## src/rtl/sparc_ex_pkg.sv

```systemverilog
// Shared encodings for the SPARC execute slice: ALU ops, Bicc conditions, flag bit positions.
// Optional macro ICC_BYPASS_EN is consumed by sparc_ex_unit.
package sparc_ex_pkg;

  localparam logic [3:0] OP_ADD   = 4'h0;
  localparam logic [3:0] OP_ADDX  = 4'h1;
  localparam logic [3:0] OP_SUB   = 4'h2;
  localparam logic [3:0] OP_SUBX  = 4'h3;
  localparam logic [3:0] OP_AND   = 4'h4;
  localparam logic [3:0] OP_ANDN  = 4'h5;
  localparam logic [3:0] OP_OR    = 4'h6;
  localparam logic [3:0] OP_ORN   = 4'h7;
  localparam logic [3:0] OP_XOR   = 4'h8;
  localparam logic [3:0] OP_XNOR  = 4'h9;
  localparam logic [3:0] OP_SLL   = 4'hA;
  localparam logic [3:0] OP_SRL   = 4'hB;
  localparam logic [3:0] OP_SRA   = 4'hC;
  localparam logic [3:0] OP_PASSA = 4'hD;
  localparam logic [3:0] OP_PASSB = 4'hE;
  localparam logic [3:0] OP_ZERO  = 4'hF;

  localparam logic [3:0] COND_BN   = 4'h0;
  localparam logic [3:0] COND_BE   = 4'h1;
  localparam logic [3:0] COND_BLE  = 4'h2;
  localparam logic [3:0] COND_BL   = 4'h3;
  localparam logic [3:0] COND_BLEU = 4'h4;
  localparam logic [3:0] COND_BCS  = 4'h5;
  localparam logic [3:0] COND_BNEG = 4'h6;
  localparam logic [3:0] COND_BVS  = 4'h7;
  localparam logic [3:0] COND_BA   = 4'h8;
  localparam logic [3:0] COND_BNE  = 4'h9;
  localparam logic [3:0] COND_BG   = 4'hA;
  localparam logic [3:0] COND_BGE  = 4'hB;
  localparam logic [3:0] COND_BGU  = 4'hC;
  localparam logic [3:0] COND_BCC  = 4'hD;
  localparam logic [3:0] COND_BPOS = 4'hE;
  localparam logic [3:0] COND_BVC  = 4'hF;

  // Flag vectors are packed {N,Z,V,C}.
  localparam int FLAG_N = 3;
  localparam int FLAG_Z = 2;
  localparam int FLAG_V = 1;
  localparam int FLAG_C = 0;

endpackage

```

## src/rtl/sparc_cond_eval.sv

```systemverilog
// Bicc condition evaluator: maps a 4-bit cond field and {N,Z,V,C} flags to branch_taken.
module sparc_cond_eval
  import sparc_ex_pkg::*;
(
  input  logic [3:0] cond,
  input  logic [3:0] flags,
  output logic       branch_taken
);

  logic n, z, v, c;

  assign n = flags[FLAG_N];
  assign z = flags[FLAG_Z];
  assign v = flags[FLAG_V];
  assign c = flags[FLAG_C];

  always_comb begin
    branch_taken = 1'b0;
    case (cond)
      COND_BA:   branch_taken = 1'b1;
      COND_BN:   branch_taken = 1'b0;
      COND_BNE:  branch_taken = ~z;
      COND_BE:   branch_taken = z;
      COND_BG:   branch_taken = ~(z | (n ^ v));
      COND_BLE:  branch_taken = z | (n ^ v);
      COND_BGE:  branch_taken = ~(n ^ v);
      COND_BL:   branch_taken = n ^ v;
      COND_BGU:  branch_taken = ~(c | z);
      COND_BLEU: branch_taken = c | z;
      COND_BCC:  branch_taken = ~c;
      COND_BCS:  branch_taken = c;
      COND_BPOS: branch_taken = ~n;
      COND_BNEG: branch_taken = n;
      COND_BVC:  branch_taken = ~v;
      COND_BVS:  branch_taken = v;
      default:   branch_taken = 1'b0;
    endcase
  end

endmodule

```

## src/rtl/sparc_ex_unit.sv

```systemverilog
// SPARC execute slice: combinational ALU, registered icc, branch/CALL target and Bicc evaluation.
// Define ICC_BYPASS_EN to let branches see this cycle's flags when set_cc is high.
module sparc_ex_unit
  import sparc_ex_pkg::*;
(
  input  logic        clk,
  input  logic        reset,
  input  logic [3:0]  alu_op,
  input  logic [31:0] a,
  input  logic [31:0] b,
  input  logic        set_cc,
  input  logic [31:0] pc,
  input  logic [21:0] disp22,
  input  logic [29:0] disp30,
  input  logic        is_call,
  input  logic [3:0]  cond,
  output logic [31:0] alu_out,
  output logic [3:0]  alu_flags,
  output logic [3:0]  icc,
  output logic [31:0] target,
  output logic        branch_taken
);

  logic [32:0] wide;
  logic [4:0]  sh;
  logic        carry_in;
  logic        flag_v;
  logic        flag_c;
  logic [31:0] disp_ext;
  logic [3:0]  sel_flags;

  assign sh       = b[4:0];
  // Extended ops always chain from the committed carry, never the in-flight one.
  assign carry_in = icc[FLAG_C];

  always_comb begin
    wide    = '0;
    alu_out = '0;
    flag_v  = 1'b0;
    flag_c  = 1'b0;
    case (alu_op)
      OP_ADD, OP_ADDX: begin
        wide    = {1'b0, a} + {1'b0, b} + {32'b0, (alu_op == OP_ADDX) & carry_in};
        alu_out = wide[31:0];
        flag_c  = wide[32];
        flag_v  = (a[31] == b[31]) && (alu_out[31] != a[31]);
      end
      OP_SUB, OP_SUBX: begin
        // Bit 32 of the 33-bit difference is the borrow out.
        wide    = {1'b0, a} - {1'b0, b} - {32'b0, (alu_op == OP_SUBX) & carry_in};
        alu_out = wide[31:0];
        flag_c  = wide[32];
        flag_v  = (a[31] != b[31]) && (alu_out[31] != a[31]);
      end
      OP_AND:   alu_out = a & b;
      OP_ANDN:  alu_out = a & ~b;
      OP_OR:    alu_out = a | b;
      OP_ORN:   alu_out = a | ~b;
      OP_XOR:   alu_out = a ^ b;
      OP_XNOR:  alu_out = ~(a ^ b);
      OP_SLL:   alu_out = a << sh;
      OP_SRL:   alu_out = a >> sh;
      OP_SRA:   alu_out = $signed(a) >>> sh;
      OP_PASSA: alu_out = a;
      OP_PASSB: alu_out = b;
      default:  alu_out = '0;
    endcase
  end

  assign alu_flags = {alu_out[31], (alu_out == 32'h0), flag_v, flag_c};

  always_ff @(posedge clk) begin
    if (reset) begin
      icc <= 4'b0000;
    end else if (set_cc) begin
      icc <= alu_flags;
    end
  end

  assign disp_ext = is_call ? {disp30, 2'b00} : {{8{disp22[21]}}, disp22, 2'b00};
  assign target   = pc + disp_ext;

`ifdef ICC_BYPASS_EN
  assign sel_flags = set_cc ? alu_flags : icc;
`else
  assign sel_flags = icc;
`endif

  sparc_cond_eval u_cond_eval (
    .cond         (cond),
    .flags        (sel_flags),
    .branch_taken (branch_taken)
  );

endmodule

```

## config.mk

```make
export PLATFORM = sky130hd
export DESIGN_NAME = sparc_ex_unit
export DESIGN_NICKNAME = d
export VERILOG_FILES = /design/src/rtl/sparc_ex_pkg.sv /design/src/rtl/sparc_cond_eval.sv /design/src/rtl/sparc_ex_unit.sv
export SDC_FILE = /design/constraint.sdc
export NUM_CORES = 1
export LEC_CHECK = 0
export CORE_MARGIN = 2
export CORE_UTILIZATION = 52
export CTS_CLUSTER_SIZE = 14
export DETAILED_ROUTE_END_ITERATION = 8
export PLACE_DENSITY = 0.81
export SLEW_MARGIN = 25
export SYNTH_ARGS = -nofsm -noshare
export SYNTH_HDL_FRONTEND = slang
export SYNTH_SLANG_ARGS = --single-unit
```

## constraint.sdc

```tcl
create_clock -name clk -period 9.34 [get_ports clk]
set_input_delay 1.868 -clock clk [delete_from_list [all_inputs] [get_ports clk]]
set_output_delay 1.868 -clock clk [all_outputs]
set_load 0.02 [all_outputs]
```

==> results.yml <==
setup_path:
  start_kind: "input pin"
  cp_num_cells: 21
  worst_path_max_delay_cell: "or4b_4"
  crit_chain: "buf_2, inv_2, nor2_2, nand4_1, fa_1, inv_1, ha_2, nor2_1, fa_2, or3_1, o21ai_0, a221oi_1, nand3_1, a2111o_1, or3_4, or4_4, or4_4, or4b_4, nor4_4, and3_4, buf_6"
  cp.required_ps: 7470
  r2r.worst_path.cells: 19
  regToRegSetupSlack_ps: 3280
  crit_top_cell: "or4_4"
  crit_fanout: 2
  worstSetupPathType: "input pin to output pin"
  critPathBufInv: 4
  slowest_delay_ps: 550
  cp_top_family: "simple AND/OR/NAND/NOR gates"
  cp-end-kind: "output pin"
  cp_data_arrival_time_ps: 7250
final_layout:
  drive_gt1_share_pct: 15.4
  top_register: "icc"
  area_growth_pct: 25.0
  largest_register_ffs: 4
  nets: 2613
  reg.largest.list: "icc x4"
  final_area_mm2: 0.0178
  fin_util_pct: 66.0
die:
  fp.dieArea_mm2: 0.0287
  die_x_um: 169
  die_h_um: 169
  start_util_pct: 52.8
  io_pins: 233
  rows: 60
  coreArea_mm2: 0.0270
grt:
  grt_pass1_vias: 17900
  antenna_found_initial: 4
  track_usage_pct: 51.8
  grt_overflow: 0
  grt_max_degree: 79
  grt_pass1_wl_mm: 113
place:
  dpl_cell_area_mm2: 0.0176
  io_buffer_count: 228
  hpwl_mm: 62.7
  gp_congestion: 1.24
logic_synthesis:
  yosys_warnings: 0
  seq_area_frac_synth_pct: 0.562
  postSynthCellCount: 2053
  ys_ff_latch: 4
  synthArstFlopShare_pct: 0
  synth_top_area_cell: "ha_1"
  synthFlopType: "dfxtp_1"
  synth_nets: 2341
  syn_area_mm2: 0.0142
  synth_most_common_cell: "nand2_1"
  ys_types: 94
  yosys.area.top_type_share_pct: 10.8
  synth_enable_flop_cells: 0
  synthTopCellsByCount: "nand2_1, nor2_1, a21oi_1"
  synth_area_leaders: "ha_1, mux4_2, mux2i_1, a21oi_1, mux2_2"
  synth_area_per_cell_um2: 6.94
job:
  cap_violations: 0
drt:
  postRouteAntennaNets: 0
  drc: 0
  first_pass_iters: 9
  vias_per_cell: 7.26
  wirelength_mm: 77.6
  wl_per_cell_um: 29.1
  vias: 19300
  drt_iter0_markers: 3430
run_status:
  outcome: "finished, final reports clean"
worst_hold_path:
  hold_depth: 2
  hold_path_class: "flip-flop to flip-flop"
power:
  power.density_mw_per_mm2: 86.8
  pwr-share-clk_pct: 4.3
  p_seq_share_pct: 1.3
  power.share.combinational_pct: 94.4
  switchingPower_w: 0.000862
  p_leak_nw: 7.36
  peakVddDrop_v: 0.0000664
  swShare_pct: 55.8
  intPower_w: 0.000682
sta:
  finalHoldViolCount: 0
  tightest_slew_ps: 1110
  finalCritPeriodShare_pct: 97.6
  hold_ws_ps: 578
  clock.fmax_ghz: 0.110
  setup-violations-final: 0
  period_needed_ps: 9110
  rsz0062_at_grt: "false"
  drv_slew: 0
  finalClockSkew_ps: 0.277
  slew_headroom_pct: 26.0
clock_network:
  cts_tree: "done"
  cts_made_buffers: 3
  root_buffer: "clkbuf_16"
  hold_buffers: 0
  cts.htree.levels: 1
  clock_latency_ps: 220
  clock-sinks: 4
  clock_path_buffers: 2
  clkTransAtPathRegs_ps: 30
-- layout make-up --
class,count,area (um^2)
Multi-Input combinational cell,1752,12900
Antenna cell,1,2.50
Tap cell,341,427
Inverter,129,484
Sequential cell,4,80.1
Clock buffer,3,75.1
Fill cell,2401,9160
Timing Repair Buffer,435,3850
-- what timing repair did --
| item | CTS | global route |
|---|---|---|
| setup buffers | 0 | 2 |
| endpoints found under the setup margin | 1 | 1 |
| gates resized for setup | 3 | 17 |
| pin swaps | 0 | 11 |
-- per-stage QoR --
step / total power (W) / TNS, ps / instances / setup slack (ps)
2_1_floorplan: 0.000834 / 0 / 2053 / 64.6
3_3_place_gp: 0.00138 / -257 / 2659 / -257
3_5_place_dp: 0.00140 / -328 / 2659 / -328
4_1_cts: 0.00148 / 0 / 2662 / 7.92
5_1_grt: 0.00161 / 0 / 2664 / 8.83
6_report: 0.00154 / 0 / 2665 / 226
-- worst reg2reg max path, delay by kind of cell, from the launching register on --
kind / cells / cell delay [ps]
AND/OR/NAND/NOR: 10 / 3030
adder cells (fa/ha/maj): 3 / 1220
AO/OA/AOI/OAI: 4 / 910
flip-flops: 1 / 670
buffers and inverters: 2 / 180
-- path summary, 6_finish.rpt --
| check | endpoint | start |
|---|---|---|
| setup reg to reg | icc[2] | icc[0] |
| hold / removal | icc[3] | icc[3] |
| setup / recovery | alu_flags[2] | alu_op[0] |
| hold reg to reg | icc[3] | icc[3] |
-- cells by family after synthesis --
kind of cell | Yosys count | synth area share (%)
and+or+nand+nor | 677 | 23.6
DFF | 4 | 0.562
buffers and inverters | 297 | 9.48
muxes | 191 | 17.6
adders and majority gates | 128 | 11.5
xor gates and xnor gates | 101 | 6.21
AOI/OAI and AO/OA | 655 | 31.0
-- placed cells by master, fill, tap and decap left out, types with 18 or more instances in the layout --
cell type | Yosys | routed
clkdlybuf4s50_1 | 0 | 218
buf_4 | 15 | 207
nand2_1 | 171 | 171
nor2_1 | 166 | 165
a21oi_1 | 159 | 159
inv_1 | 122 | 122
ha_1 | 123 | 122
o21ai_0 | 121 | 121
mux2i_1 | 90 | 90
nor3_1 | 63 | 63
mux2_2 | 59 | 59
xnor2_1 | 58 | 58
nand3_1 | 51 | 51
xor2_1 | 43 | 43
o211ai_1 | 42 | 42
mux4_2 | 41 | 41
o22ai_1 | 39 | 39
nor2b_1 | 35 | 35
nand2b_1 | 35 | 35
nand4_1 | 28 | 28
nor4_1 | 25 | 25
a211oi_1 | 24 | 24
a21o_1 | 22 | 22
a221oi_1 | 20 | 20
or3_1 | 19 | 18
-- per-layer routing --
metal / part of all wire, % / up-vias / GRT usage [%]
met1: 35 / 8878 / 63.3
met3: 16 / 433 / 19.0
met4: 8.7 / 2 / 33.4
met2: 40 / 1756 / 76.6
met5: 0.017 / - / 0
li1: - / 8277 / -
-- power groups by stage --
stage | Sequential, W | Combinational [W] | Clock, W
4_1_cts | 0.0000201 | 0.00139 | 0.0000674
2_1_floorplan | 0.0000204 | 0.000813 | 0
3_3_place_gp | 0.0000202 | 0.00136 | 0
3_5_place_dp | 0.0000202 | 0.00138 | 0
6_report | 0.0000204 | 0.00146 | 0.0000665
5_1_grt | 0.0000203 | 0.00152 | 0.0000684
(Power assumes the default switching activity.)
